==> src/rtl/logic74_pkg.sv <==
// rtl/logic74_pkg.sv - shared FSM encodings and width helper for the 74-series models
// Contents:
//   rx_state_e : receiver FSM states, ST_IDLE=1'b0 and ST_RECV=1'b1
//   clog2      : ceil(log2(value)); callers pass WIDTH+1 to size a 0..WIDTH counter
package logic74_pkg;

  typedef enum logic {
    ST_IDLE = 1'b0,
    ST_RECV = 1'b1
  } rx_state_e;

  function automatic int clog2(input int value);
    int r;
    r = 0;
    for (int i = 0; i < 31; i++) begin
      if ((1 << i) < value) r = i + 1;
    end
    return r;
  endfunction

endpackage

==> src/rtl/shift_rx8_if.sv <==
// rtl/shift_rx8_if.sv - serial input and word output bundle of the shift_rx8 receiver
// Signals:
//   sin, shen, sync      : serial data, shift enable, word-start marker (source -> receiver)
//   dack, ovr_clr        : consumer acknowledge, sticky flag clear (consumer -> receiver)
//   dout, dvalid, busy   : completed word, word pending, partial word in progress (receiver -> consumer)
//   ovr, ferr            : sticky overrun and framing-error flags (receiver -> consumer)
// Modports: master = source/consumer side, slave = receiver.
interface shift_rx8_if #(
  parameter int WIDTH = 8
);
  logic             sin;
  logic             shen;
  logic             sync;
  logic             dack;
  logic             ovr_clr;
  logic [WIDTH-1:0] dout;
  logic             dvalid;
  logic             busy;
  logic             ovr;
  logic             ferr;

  modport master (
    output sin, shen, sync, dack, ovr_clr,
    input  dout, dvalid, busy, ovr, ferr
  );

  modport slave (
    input  sin, shen, sync, dack, ovr_clr,
    output dout, dvalid, busy, ovr, ferr
  );
endinterface

==> src/rtl/shift_rx8_bitcnt.sv <==
// rtl/shift_rx8_bitcnt.sv - received-bit counter (0..WIDTH) for shift_rx8
// Ports:
//   clk, nclr : clock, asynchronous active-low reset (count returns to 0)
//   clr_i     : clear to 0 (highest priority)
//   load1_i   : load 1 (first bit of a word accepted)
//   inc_i     : increment by one
//   term_o    : count equals WIDTH-1, so the next accepted bit completes the word
module shift_rx8_bitcnt
  import logic74_pkg::*;
#(
  parameter int WIDTH = 8
) (
  input  logic clk,
  input  logic nclr,
  input  logic clr_i,
  input  logic load1_i,
  input  logic inc_i,
  output logic term_o
);
  localparam int CW = clog2(WIDTH + 1);

  logic [CW-1:0] cnt_q, cnt_d;

  always_comb begin
    cnt_d = cnt_q;
    if (clr_i)        cnt_d = '0;
    else if (load1_i) cnt_d = CW'(1);
    else if (inc_i)   cnt_d = cnt_q + CW'(1);
  end

  always_ff @(posedge clk or negedge nclr) begin
    if (!nclr) cnt_q <= '0;
    else       cnt_q <= cnt_d;
  end

  assign term_o = (cnt_q == CW'(WIDTH - 1));
endmodule

==> src/rtl/shift_rx8.sv <==
// rtl/shift_rx8.sv - serial-to-parallel word receiver with valid/ack output register
// Ports:
//   clk  : system clock, rising edge
//   nclr : asynchronous active-low reset
//   rx   : shift_rx8_if.slave (sin/shen/sync/dack/ovr_clr in; dout/dvalid/busy/ovr/ferr out)
// Build option SHIFT_RX_OVERWRITE_EN: on overrun the newest word replaces the
// unconsumed one; when undefined the newest word is dropped. ovr is set either way.
module shift_rx8
  import logic74_pkg::*;
#(
  parameter int WIDTH = 8
) (
  input  logic          clk,
  input  logic          nclr,
  shift_rx8_if.slave    rx
);
  rx_state_e        state_q, state_d;
  logic [WIDTH-1:0] sr_q, sr_d;
  logic [WIDTH-1:0] dout_q, dout_d;
  logic             dvalid_q, dvalid_d;
  logic             ovr_q, ovr_d;
  logic             ferr_q, ferr_d;
  logic             cnt_clr, cnt_load1, cnt_inc, cnt_term;
  logic             complete;
  logic [WIDTH-1:0] word;

  shift_rx8_bitcnt #(.WIDTH(WIDTH)) u_bitcnt (
    .clk     (clk),
    .nclr    (nclr),
    .clr_i   (cnt_clr),
    .load1_i (cnt_load1),
    .inc_i   (cnt_inc),
    .term_o  (cnt_term)
  );

  // The completing bit goes straight to the output stage, not via sr.
  assign word = {sr_q[WIDTH-2:0], rx.sin};

  always_comb begin
    state_d   = state_q;
    sr_d      = sr_q;
    dout_d    = dout_q;
    dvalid_d  = dvalid_q;
    ovr_d     = ovr_q;
    ferr_d    = ferr_q;
    cnt_clr   = 1'b0;
    cnt_load1 = 1'b0;
    cnt_inc   = 1'b0;
    complete  = 1'b0;

    // Clear first so a set later in this block wins in the same cycle.
    if (rx.ovr_clr) begin
      ovr_d  = 1'b0;
      ferr_d = 1'b0;
    end

    unique case (state_q)
      ST_IDLE: begin
        if (rx.shen && rx.sync) begin
          sr_d      = {{(WIDTH-1){1'b0}}, rx.sin};
          cnt_load1 = 1'b1;
          state_d   = ST_RECV;
        end
      end
      ST_RECV: begin
        if (rx.shen) begin
          if (rx.sync) begin
            // Early sync: drop the partial word and restart on this bit.
            sr_d      = {{(WIDTH-1){1'b0}}, rx.sin};
            cnt_load1 = 1'b1;
            ferr_d    = 1'b1;
          end else if (cnt_term) begin
            sr_d     = word;
            cnt_clr  = 1'b1;
            complete = 1'b1;
            state_d  = ST_IDLE;
          end else begin
            sr_d    = word;
            cnt_inc = 1'b1;
          end
        end
      end
      default: state_d = ST_IDLE;
    endcase

    if (complete) begin
      if (!dvalid_q || rx.dack) begin
        dout_d   = word;
        dvalid_d = 1'b1;
      end else begin
        ovr_d = 1'b1;
`ifdef SHIFT_RX_OVERWRITE_EN
        dout_d = word;
`else
        dout_d = dout_q;
`endif
      end
    end else if (rx.dack && dvalid_q) begin
      dvalid_d = 1'b0;
    end
  end

  always_ff @(posedge clk or negedge nclr) begin
    if (!nclr) begin
      state_q  <= ST_IDLE;
      sr_q     <= '0;
      dout_q   <= '0;
      dvalid_q <= 1'b0;
      ovr_q    <= 1'b0;
      ferr_q   <= 1'b0;
    end else begin
      state_q  <= state_d;
      sr_q     <= sr_d;
      dout_q   <= dout_d;
      dvalid_q <= dvalid_d;
      ovr_q    <= ovr_d;
      ferr_q   <= ferr_d;
    end
  end

  assign rx.dout   = dout_q;
  assign rx.dvalid = dvalid_q;
  assign rx.busy   = (state_q == ST_RECV);
  assign rx.ovr    = ovr_q;
  assign rx.ferr   = ferr_q;
endmodule

==> src/flat_wrapper.sv <==
// flat-port wrapper written by rule: the top's interface ports become plain ports
module shift_rx8_flat import logic74_pkg::*;
#(
  parameter int WIDTH = 8
)
  (clk, nclr, rx_sin, rx_shen, rx_sync, rx_dack, rx_ovr_clr, rx_dout, rx_dvalid, rx_busy, rx_ovr, rx_ferr);
  shift_rx8_if #(.WIDTH(WIDTH)) rx_i ();
  input  logic clk;
  input  logic nclr;
  input wire logic [$bits(rx_i.sin)-1:0] rx_sin;
  input wire logic [$bits(rx_i.shen)-1:0] rx_shen;
  input wire logic [$bits(rx_i.sync)-1:0] rx_sync;
  input wire logic [$bits(rx_i.dack)-1:0] rx_dack;
  input wire logic [$bits(rx_i.ovr_clr)-1:0] rx_ovr_clr;
  output wire logic [$bits(rx_i.dout)-1:0] rx_dout;
  output wire logic [$bits(rx_i.dvalid)-1:0] rx_dvalid;
  output wire logic [$bits(rx_i.busy)-1:0] rx_busy;
  output wire logic [$bits(rx_i.ovr)-1:0] rx_ovr;
  output wire logic [$bits(rx_i.ferr)-1:0] rx_ferr;
  assign rx_i.sin = rx_sin;
  assign rx_i.shen = rx_shen;
  assign rx_i.sync = rx_sync;
  assign rx_i.dack = rx_dack;
  assign rx_i.ovr_clr = rx_ovr_clr;
  assign rx_dout = rx_i.dout;
  assign rx_dvalid = rx_i.dvalid;
  assign rx_busy = rx_i.busy;
  assign rx_ovr = rx_i.ovr;
  assign rx_ferr = rx_i.ferr;
  shift_rx8 #(.WIDTH(WIDTH)) u_core (.clk(clk), .nclr(nclr), .rx(rx_i));
endmodule
==> config.mk <==
export PLATFORM = sky130hd
export DESIGN_NAME = shift_rx8_flat
export DESIGN_NICKNAME = d
export VERILOG_FILES = /design/src/rtl/logic74_pkg.sv /design/src/rtl/shift_rx8_if.sv /design/src/rtl/shift_rx8_bitcnt.sv /design/src/rtl/shift_rx8.sv /design/src/flat_wrapper.sv
export SDC_FILE = /design/constraint.sdc
export NUM_CORES = 1
export LEC_CHECK = 0
export BUFFER_PORTS_ARGS = -buffer_cell sky130_fd_sc_hd__buf_2
export CORE_MARGIN = 2
export CORE_UTILIZATION = 40
export CTS_CLUSTER_SIZE = 25
export DETAILED_ROUTE_END_ITERATION = 10
export PLACE_DENSITY_LB_ADDON = 0.1
export SLEW_MARGIN = 20
export SYNTH_ARGS = -nofsm -noshare
export SYNTH_HDL_FRONTEND = slang
export SYNTH_SLANG_ARGS = --single-unit
export TNS_END_PERCENT = 50
==> constraint.sdc <==
create_clock -name clk -period 1.3 [get_ports clk]
set_input_delay 0.065 -clock clk [delete_from_list [all_inputs] [get_ports clk]]
set_output_delay 0.065 -clock clk [all_outputs]
set_load 0.02 [all_outputs]
== After elaboration in Yosys (flattened, before gate mapping) ==
Index checks and enable logic that the tools add are counted.
Storage, ports and cells
  register bits: 23
  input port bits: 7
  output and inout port bits: 12
  logic and storage cells: 54
Cells by class
  $add $sub $neg: 1
  eq/ne operators: 4
  muxes and demuxes: 32
  bitwise gates (word level): 1
  reductions and logical operators: 9
Operators by type and width (count)
  $mux W1: 23
  $mux W7: 3
  $pmux W7 S2: 1
  $mux W4: 3
  $reduce_and A2 Y1: 3
  $add A4 B1 Y4 const B: 1
  $eq A4 B3 Y1 const B: 1
  $ne A2 B2 Y1 const B: 2
  $pmux W1 S2: 2
  $reduce_bool A3 Y1: 1
  $logic_and A1 B1 Y1: 2
  $ne A2 B1 Y1 const B: 1
  $reduce_bool A2 Y1: 1
  $logic_not A1 Y1: 1
  $logic_or A1 B1 Y1: 1
  $not A1 Y1: 1

== Logic depth before layout (Yosys ltp) ==
Gate-level depths: netlist of the first run.
  depth after elaboration: 8
  mapped depth: 4
  gate-level depth less buffers: 4

== Modules after synthesis ==
From an unflattened synthesis of the first run, not the netlist that was laid out.
Second synthesis, totals
  cells, all modules: 85
  area total of the unflattened synthesis: 1042.2 um^2
Modules (own cells, without submodules)
  shift_rx8: times used 1, cells an instance 65, area each 832.0 um^2
  shift_rx8_bitcnt: times used 1, cells an instance 20, area each 210.2 um^2

== Worst setup path after synthesis of the first run ==
OpenSTA, ideal clock, no wires.
  kind: register to register
  from: register u_core.state_q (netlist: u_core.rx.busy)
  to: register u_core.dout_q[0] (netlist: u_core.rx.dout[0])
  setup time: 0.125 ns
  arrival: 1.256 ns
  data required time: 1.175 ns
  setup slack: -0.081 ns
  cell stages (with the launch flop): 5
  buffers on the path: 1
  clock period less this slack: 1.381 ns
  path through: dfrtp_1 -> and2_2 -> buf_6 -> nand4b_4 -> mux2_2
On the way
  cells in the longest elaborated chain, start to end: 2
RTL lines
  start, declared: line shift_rx8.sv:17  | rx_state_e state_q, state_d;
  start signal, assigned: line shift_rx8.sv:112  | state_q <= state_d;
  $mux W1: line shift_rx8.sv:57  | unique case (state_q)
  $reduce_and A2 Y1 (no line)
  end signal, assigned: line shift_rx8.sv:114  | dout_q <= dout_d;
  end, declared: line shift_rx8.sv:19  | logic [WIDTH-1:0] dout_q, dout_d;
Every way passes these cells.
A chain may end at the register's enable or synchronous reset.

== Worst setup path in the final report of the first run ==
  from: register u_core.u_bitcnt.cnt_q[0]
  to: register u_core.dout_q[1] (netlist: u_core.rx.dout[1])
On the way
  cells in the longest elaborated chain, start to end: 6
RTL lines
  start, declared: line shift_rx8_bitcnt.sv:22  | logic [CW-1:0] cnt_q, cnt_d;
  start signal, assigned: line shift_rx8_bitcnt.sv:33  | else cnt_q <= cnt_d;
  $eq A4 B3 Y1: line shift_rx8_bitcnt.sv:36  | assign term_o = (cnt_q == CW'(WIDTH - 1));
  $mux W1: line shift_rx8.sv:72  | end else if (cnt_term) begin
  $mux W1: line shift_rx8.sv:67  | if (rx.sync) begin
  $mux W1: line shift_rx8.sv:66  | if (rx.shen) begin
  $mux W1: line shift_rx8.sv:57
  $reduce_and A2 Y1 (no line)
Every way passes these cells.

==> results of run 1 <==
-- registers in the layout, indices dropped and copies added, names as in the netlist --
name,count
u_core.rx.dout,8
u_core.rx.ferr,1
u_core.u_bitcnt.cnt_q,4
u_core.rx.busy,1
u_core.rx.dvalid,1
u_core.rx.ovr,1
u_core.sr_q,7
-- power by group --
group          switching (mW)  internal, mW
Combinational           0.156         0.159
Sequential             0.0466         0.775
Clock                   0.224         0.115
Total                   0.427          1.05
-- worst min-delay path by stage --
stage	startpoint	end	slack [ns]	cells past startpoint
floorplan	nclr	u_core.rx.busy	-0.23	0
global placement	nclr	u_core.rx.dout[7]	0.07	1
detailed placement	nclr	u_core.rx.dout[7]	0.07	1
CTS	rx_shen	u_core.rx.busy	0.09	2
global route	rx_dack	u_core.rx.dvalid	0.11	3
finish	rx_shen	u_core.rx.busy	0.10	2
-- critical path, delay by kind of cell, from the launching register on --
family | cells | cell delay (ns)
fa+ha+maj | 1 | 0.19
simple gates | 2 | 0.33
flops | 1 | 0.39
mux | 1 | 0.35
-- cell families (layout without fill, tap and decap cells) --
group                      count (synthesis)  in the layout  share of synthesized area, %
AOI/OAI and AO/OA                         24             24                         15.80
and+or+nand+nor                           24             24                         14.22
muxes                                      9              9                         9.842
DFF                                       23             23                         55.89
adders and majority gates                  1              1                         1.215
buffers and inverters                      6             40                         3.037
-- what timing repair did --
item / CTS / global route
endpoints found under the hold margin: 27 / 0
endpoints found under the setup margin: 8 / 10
hold buffers: 3 / 0
pin swaps: 1 / 0
resized for setup: 2 / 1
setup buffers: 4 / 1
-- final cells by class --
class / count / share of cell area, %
clock buffers: 3 / 1.737
clock inverters: 1 / 0.3861
inverters: 3 / 0.8687
multi-input cells: 58 / 33.40
flip-flops and latches: 23 / 44.50
well taps: 30 / 2.896
repair buffers: 33 / 16.22
-- layer usage --
layer,GRT usage (%),share of wire [%],vias to the layer above
met3,3.005,3.6,2
met5,0,0,-
met1,23.70,49,390
met2,24.60,46,18
met4,7.917,0.96,0
li1,-,-,385
-- cell usage in the layout, fill, tap and decap left out --
master and n:
buf_4 12, mux2_2 8, nor2b_1 6, nand2_1 5
buf_2 18, a32o_1 1, mux2_4 1, nand2b_1 1
clkinv_2 1, nand4_1 1, o2bb2ai_1 6, a221o_2 1
o31ai_1 1, inv_1 2, and2_4 1, nor2_1 4
nor3_1 1, o22ai_1 1, and4_1 1, ha_2 1
o21ai_1 1, nand3_1 1, clkinv_1 1, o21ai_0 5
dfrtp_2 1, dfrtp_1 22, nand4b_4 1, a22o_2 1
a21oi_1 7, and3b_1 1, nand2_2 1, clkbuf_4 3
dlygate4sd3_1 3
==> impl_metrics.tcl, run 1 <==
set metrics [dict create \
    p_leak_nw 0.6530 \
    cp_max_fo 8 \
    place_ws_ns -0.03344 \
    synth_ff_type "dfrtp_1" \
    first_global_vias 732 \
    r2r_cells 4 \
    worstSetupPathType "reg -> reg" \
    total_power_mw 1.476 \
    finalCriticalPeriod_ns 1.354 \
    dr.pass1.iters 4 \
    htree_levels 1 \
    final.period_utilization_pct 104.2 \
    synth.cell_area_um2 1030 \
    die_w_um 54.74 \
    cp_cell_sequence "ha_2 > nand2_2 > nand4b_4 > mux2_4" \
    tightest_slew_ns 0.5091 \
    drc 0 \
    setup_ws_ns -0.05431 \
    ys_seq_area_share_pct 55.89 \
    fmax_mhz 738.4 \
    syn_to_final_growth_pct 25.88 \
    clockBufferDepth 2 \
    via_count 795 \
    drv_slew 0 \
    cts_buffers 3 \
    design_area_um2 1296 \
    clkTransAtPathRegs_ns 0.13 \
    synth-edff-count 0 \
    dp_hpwl_mm 1.343 \
    worstReg2RegEnd "u_core.rx.dout[1]" \
    async_reset_ff_share_pct 100.0 \
    synth_top_area_share_pct 55.89 \
    antenna_found_initial 0 \
    grt_pass1_wl_mm 3.491 \
    synth-seq-cells 23 \
    worstSkewPairLatency_ns 0.31 \
    synth_cell_types 27 \
    post-route-util_pct 52.80 \
    yosys_warnings 0 \
    placed_cells 139 \
    maxSlewHeadroom_pct 66.06 \
    die-height_um 54.74 \
    cts_tree "built" \
    root_buffer "clkbuf_4" \
    grt-ovfl-total 0 \
    die_area_um2 2996 \
    drive_gt1_share_pct 41.32 \
    multi_input_area_um2 432.9 \
    final-setup-viol-count 9 \
    synth_top_area_cell "dfrtp_1" \
    final_net_count 130 \
    slowest_stage "dfrtp_1" \
    floorplan.initialDensity_pct 41.95 \
    drtIter0Drc 13 \
    routedWlPerCell_um 13.73 \
    placementRows 18 \
    grt_usage_pct 16.76 \
    grt_max_degree 24 \
    fin_tns_setup_ns -0.2404 \
    required_ns 1.52 \
    n_antenna_cell 0 \
    reg2reg_setup_slack_ns -0.05 \
    status "finished with violations" \
    irDropWorstVdd_uv 671.7 \
    maxCapViolCount 0 \
    cp-start-kind "flip-flop" \
    hold_class "in -> reg" \
    synthTopCellsByCount "dfrtp_1, mux2_2, a21oi_1" \
    place_area_um2 1195 \
    coreArea_um2 2455 \
    rsz0062_at_grt "true" \
    routabilityCongestion 0.8250 \
    clock-skew-final_ns 0.004999 \
    synth.most_common_cell "dfrtp_1" \
    synth_nets 95 \
    register_area_um2 576.8 \
    synthTopCellsByArea "dfrtp_1, mux2_2, o2bb2ai_1" \
    critPathCapture "u_core.rx.dout[1]" \
    end_kind "flip-flop" \
    routed_wl_mm 2.073 \
    cts_num_sinks 23 \
    instances_no_fill 151 \
    rr_startpoint "u_core.u_bitcnt.cnt_q[0]" \
    ios 19 \
    p_per_area_nw_per_um2 1139 \
    whs_ns 0.1031 \
    cp_data_arrival_time_ns 1.57 \
    violations "setup timing" \
    critPathLaunch "u_core.u_bitcnt.cnt_q[0]" \
    syn_area_per_cell_um2 11.84 \
    fill_cells 232 \
    io_buffers 18 \
    routed_via_density 5.265 \
    final_hold_viol_count 0 \
    drtAntennaViolNets 0 \
    synthCells 87 \
    cp_slowest_stage_delay_ns 0.39 \
]
(Power assumes the default switching activity.)
==> run 2: changes to the inputs <==
--- a/config.mk
+++ b/config.mk
@@ -10,7 +10,7 @@
 export CORE_UTILIZATION = 40
 export CTS_CLUSTER_SIZE = 25
 export DETAILED_ROUTE_END_ITERATION = 10
-export PLACE_DENSITY_LB_ADDON = 0.1
+export PLACE_DENSITY_LB_ADDON = 0.3
 export SLEW_MARGIN = 20
 export SYNTH_ARGS = -nofsm -noshare
 export SYNTH_HDL_FRONTEND = slang
==> impl_metrics.tcl, run 2 (synthesis results as in run 1) <==
set metrics [dict create \
    grt_pass1_wl_mm 3.456 \
    maxSlewHeadroom_pct 65.71 \
    whs_ns 0.08228 \
    drv_slew 0 \
    die_w_um 54.74 \
    routed_via_density 5.243 \
    final-setup-viol-count 8 \
    grt_max_degree 24 \
    routabilityCongestion 0.7756 \
    grt-ovfl-total 0 \
    hold_class "in -> reg" \
    irDropWorstVdd_uv 672.5 \
    mostFrequentLayoutCells "dfrtp_1, buf_2, buf_4" \
    maxCapViolCount 0 \
    cp_cell_sequence "ha_4 > nand2_2 > nand4b_4 > mux2_4" \
    holdPathStages 2 \
    drive_gt1_share_pct 39.83 \
    final.period_utilization_pct 103.9 \
    ios 19 \
    setup_ws_ns -0.05028 \
    design_area_um2 1286 \
    finalCriticalPeriod_ns 1.350 \
    clockBufferDepth 2 \
    r2r_cells 4 \
    root_buffer "clkbuf_4" \
    final_common_cell "dfrtp_1" \
    clkTransAtPathRegs_ns 0.13 \
    cts_buffers 3 \
    coreArea_um2 2455 \
    fill_cells 229 \
    final_net_count 127 \
    syn_to_final_growth_pct 24.91 \
    worstSkewPairLatency_ns 0.31 \
    cp_max_fo 8 \
    first_global_vias 801 \
    placementRows 18 \
    fin_tns_setup_ns -0.2997 \
    drtAntennaViolNets 0 \
    die-height_um 54.74 \
    dp_hpwl_mm 1.384 \
    p_leak_nw 0.6343 \
    n_antenna_cell 0 \
    io_buffers 18 \
    tightest_slew_ns 0.5144 \
    violations "setup timing" \
    grt_usage_pct 16.53 \
    status "finished with violations" \
    worstSetupPathType "reg -> reg" \
    place_area_um2 1202 \
    cts_num_sinks 23 \
    largest_register_ffs 8 \
    required_ns 1.52 \
    htree_levels 1 \
    die_area_um2 2996 \
    routedWlPerCell_um 13.34 \
    routed_wl_mm 1.975 \
    drtIter0Drc 5 \
    cp_slowest_stage_delay_ns 0.42 \
    cp-start-kind "flip-flop" \
    clock-skew-final_ns 0.0008799 \
    cp_data_arrival_time_ns 1.57 \
    via_count 776 \
    fmax_mhz 740.6 \
    rsz0062_at_grt "true" \
    cts_tree "built" \
    floorplan.initialDensity_pct 41.95 \
    end_kind "flip-flop" \
    antenna_found_initial 0 \
    slowest_stage "dfrtp_1" \
    drc 0 \
    final_hold_viol_count 0 \
    p_per_area_nw_per_um2 1129 \
    dr.pass1.iters 5 \
]
==> run 2: final timing paths <==
kind / slack [ns] / endpoint / startpoint
hold reg to reg: 0.51 / u_core.rx.dout[7] / u_core.rx.dout[7]
setup reg to reg: -0.05 / u_core.rx.dout[5] / u_core.u_bitcnt.cnt_q[0]
min in group asynchronous: 0.23 / u_core.rx.dout[2] / nclr
max in group asynchronous: 0.69 / u_core.rx.busy / nclr
hold / removal: 0.08 / u_core.rx.busy / rx_shen
setup / recovery: -0.05 / u_core.rx.dout[5] / u_core.u_bitcnt.cnt_q[0]
==> run 2: through the flow <==
stage | total power, mW | utilization (%) | setup WS (ns) | instances
2_1_floorplan | 0.9871 | - | -0.01351 | 87
3_3_place_gp | 1.092 | 48.98 | 0.006489 | 140
3_5_place_dp | 1.099 | 48.98 | -0.03242 | 140
4_1_cts | 1.451 | 51.43 | -0.04790 | 147
5_1_grt | 1.538 | 52.40 | -0.1198 | 148
6_report | 1.453 | 52.40 | -0.05028 | 148
==> run 2: where the power goes <==
| part | switching [mW] | internal, mW |
|---|---|---|
| combinational | 0.146 | 0.134 |
| clock | 0.230 | 0.117 |
| sequential | 0.0494 | 0.775 |
==> run 2: cell type report <==
cell class / instances / area [um2] / area share (%)
flip-flops and latches: 23 / 576.8 / 44.84
multi-input cells: 58 / 442.9 / 34.44
repair buffers: 30 / 187.7 / 14.59
well taps: 30 / 37.54 / 2.918
clock buffers: 3 / 22.52 / 1.751
inverters: 3 / 11.26 / 0.8755
clock inverters: 1 / 7.507 / 0.5837
==> run 2: layer usage <==
| metal | track usage [%] | wire length (um) | part of all wire (%) |
|---|---|---|---|
| met2 | 26.59 | 941 | 48 |
| met5 | 0 | 0 | 0 |
| met3 | 2.459 | 65 | 3.3 |
| met4 | 8.750 | 39 | 2.0 |
| met1 | 21.33 | 928 | 47 |
==> run 2: what timing repair did <==
action | 4_1_cts | 5_1_grt
hold buffers | 3 | 0
pin swaps | 0 | 0
setup endpoints to repair | 8 | 8
resized for setup | 0 | 3
buffers inserted | 0 | 1
hold endpoints to repair | 27 | 0
==> run 2: worst max-delay path, delay by kind of cell (launching register included) <==
kind                       cells  cell delay [ns]
adders and majority gates      1             0.16
and+or+nand+nor                2             0.33
DFF                            1             0.42
muxes                          1             0.35
==> run 3: changes to the inputs <==
--- a/config.mk
+++ b/config.mk
@@ -5,6 +5,7 @@
 export SDC_FILE = /design/constraint.sdc
 export NUM_CORES = 1
 export LEC_CHECK = 0
+export ABC_AREA = 0
 export BUFFER_PORTS_ARGS = -buffer_cell sky130_fd_sc_hd__buf_2
 export CORE_MARGIN = 2
 export CORE_UTILIZATION = 40
@@ -14,5 +15,6 @@
 export SLEW_MARGIN = 20
 export SYNTH_ARGS = -nofsm -noshare
 export SYNTH_HDL_FRONTEND = slang
+export SYNTH_HIERARCHICAL = 1
 export SYNTH_SLANG_ARGS = --single-unit
 export TNS_END_PERCENT = 50
==> impl_metrics.tcl, run 3 <==
set metrics [dict create \
    final_common_cell "dfrtp_1" \
    clockBufferDepth 2 \
    synthTopCellsByArea "dfrtp_1, mux2_2, a2bb2oi_1" \
    ios 19 \
    clock-skew-final_ns 0.005849 \
    largest_register_ffs 8 \
    design_area_um2 1380 \
    final_net_count 128 \
    mostFrequentLayoutCells "dfrtp_1, buf_2, buf_4" \
    synth_nets 93 \
    fmax_mhz 625.5 \
    yosys_warnings 6 \
    crit_buf_inv 1 \
    cp_slowest_stage_delay_ns 0.38 \
    synth.cell_area_um2 1042 \
    final-setup-viol-count 12 \
    cp_max_fo 8 \
    whs_ns 0.1287 \
    synth-seq-cells 23 \
    coreArea_um2 2477 \
    drtAntennaViolNets 0 \
    fill_cells 216 \
    async_reset_ff_share_pct 100.0 \
    cp_data_arrival_time_ns 1.81 \
    drtIter0Drc 9 \
    end_kind "flip-flop" \
    critPathTopFamily "simple AND/OR/NAND/NOR gates" \
    slowest_stage "dfrtp_1" \
    reg2reg_setup_slack_ns -0.30 \
    drive_gt1_share_pct 47.90 \
    drc 0 \
    grt_max_degree 24 \
    rr_startpoint "u_core/u_bitcnt/cnt_q[0]" \
    worstSetupPathType "reg -> reg" \
    violations "setup timing" \
    holdPathStages 4 \
    tightest_slew_ns 0.5082 \
    routedWlPerCell_um 15.17 \
    status "finished with violations" \
    ys_seq_area_share_pct 55.22 \
    grt-ovfl-total 0 \
    final.period_utilization_pct 123.0 \
    maxSlewHeadroom_pct 66.12 \
    irDropWorstVdd_uv 672.5 \
    final_hold_viol_count 0 \
    root_buffer "clkbuf_4" \
    synth_top_area_cell "dfrtp_1" \
    routed_wl_mm 2.261 \
    syn_to_final_growth_pct 32.41 \
    rsz0062_at_grt "true" \
    synth_top_area_share_pct 55.22 \
    worstSkewPairLatency_ns 0.31 \
    synth_cell_types 31 \
    floorplan.initialDensity_pct 42.07 \
    clkTransAtPathRegs_ns 0.13 \
    routed_via_density 5.107 \
    placementRows 18 \
    die_w_um 55.05 \
    dp_hpwl_mm 1.519 \
    drv_slew 0 \
    io_buffers 18 \
    grt_pass1_wl_mm 3.415 \
    htree_levels 1 \
    worstReg2RegEnd "u_core/rx.dout[4]" \
    fin_tns_setup_ns -3.258 \
    hold_class "in -> reg" \
    cts_num_sinks 23 \
    via_count 761 \
    die_area_um2 3030 \
    p_leak_nw 0.6729 \
    synth.most_common_cell "dfrtp_1" \
    r2r_cells 7 \
    syn_area_per_cell_um2 12.26 \
    min_from "rx_dack" \
    place_area_um2 1275 \
    routabilityCongestion 0.7022 \
    cp-start-kind "flip-flop" \
    synth-edff-count 0 \
    required_ns 1.51 \
    synthCells 85 \
    maxCapViolCount 0 \
    antenna_found_initial 0 \
    cp_cell_sequence "ha_2 > nand2_2 > nor2_4 > nand4b_4 > nor2b_4 > buf_12 > mux2_4" \
    setup_ws_ns -0.2987 \
    grt_usage_pct 16.34 \
    finalCriticalPeriod_ns 1.599 \
    dr.pass1.iters 4 \
    n_antenna_cell 0 \
    cts_buffers 3 \
    cts_tree "built" \
    synth_ff_type "dfrtp_1" \
    p_per_area_nw_per_um2 1326 \
    synthTopCellsByCount "dfrtp_1, inv_1, mux2_2" \
    whs_endpoint "u_core/rx.dvalid" \
    total_power_mw 1.830 \
    die-height_um 55.05 \
    first_global_vias 742 \
]
## run 3: cell types whose count changed after synthesis, moves of 3 or more
cell,previous run,this run
a21oi_1,7,2
a2bb2oi_1,0,5
inv_1,2,9
nand2_1,6,3
nor2b_1,6,0
o21ai_0,6,1
o22ai_1,1,6
o2bb2ai_1,6,1
## run 3: worst reg2reg max path, stage by stage, from the launching register on
cell and delay (ns):
dfrtp_1 0.38, ha_2 0.19, nand2_2 0.06, nor2_4 0.16, nand4b_4 0.13, nor2b_4 0.15, buf_12 0.14, mux2_4 0.30
## run 3: worst max path at each step
stage,startpoint,to,slack (ns),depth (start not counted)
2_1_floorplan,u_core/u_bitcnt/cnt_q[0],u_core/u_bitcnt/cnt_q[3],-0.36,6
4_1_cts,u_core/u_bitcnt/cnt_q[0],u_core/rx.dout[4],-0.34,7
3_5_place_dp,u_core/u_bitcnt/cnt_q[0],u_core/rx.dout[4],-0.33,7
6_report,u_core/u_bitcnt/cnt_q[0],u_core/rx.dout[4],-0.30,7
5_1_grt,u_core/u_bitcnt/cnt_q[0],u_core/rx.dout[6],-0.38,7
3_3_place_gp,u_core/u_bitcnt/cnt_q[0],u_core/rx.dout[2],-0.29,7
## run 3: timing repair
| item | 4_1_cts | 5_1_grt |
|---|---|---|
| setup buffers | 0 | 1 |
| hold buffers | 2 | 1 |
| pin swaps | 5 | 4 |
| setup endpoints to repair | 13 | 16 |
| gates resized for setup | 10 | 3 |
| endpoints found under the hold margin | 25 | 1 |
## run 3: report_power, final
part / leakage (nW) / switching, mW / internal [mW]
combinational: 0.351 / 0.275 / 0.323
sequential: 0.304 / 0.0725 / 0.821
clock: 0.0177 / 0.223 / 0.115
## run 3: kinds of logic after synthesis
group                    synth area share [%]
buffers and inverters                   6.362
adder cells (fa/ha/maj)                 1.200
AO/OA/AOI/OAI                           13.33
XOR/XNOR                               0.8405
multiplexers                            11.76
flip-flops                              55.22
AND/OR/NAND/NOR                         11.29
## run 3: final cells by class
type,count,area [um2],share of cell area [%]
clock buffers,3,22.52,1.632
well taps,30,37.54,2.720
repair buffers,34,230.2,16.68
clock inverters,1,5.005,0.3626
inverters,9,33.78,2.448
multi-input cells,49,474.2,34.36
flip-flops and latches,23,576.8,41.80
## run 3: layer usage
layer | GRT usage, % | vias to the layer above | share of wire (%)
li1 | - | 370 | -
met1 | 20.91 | 367 | 49
met2 | 26.39 | 20 | 45
met3 | 2.957 | 4 | 4.2
met4 | 8.130 | 0 | 1.7
met5 | 0 | - | 0
## run 3: through the flow
step                      instances  setup slack [ns]  util, %
after floorplan                  85           -0.3604        -
after global placement          141           -0.2919    51.46
after detailed placement        141           -0.3293    51.46
after CTS                       147           -0.3359    54.70
after global routing            149           -0.3849    55.71
final                           149           -0.2987    55.71
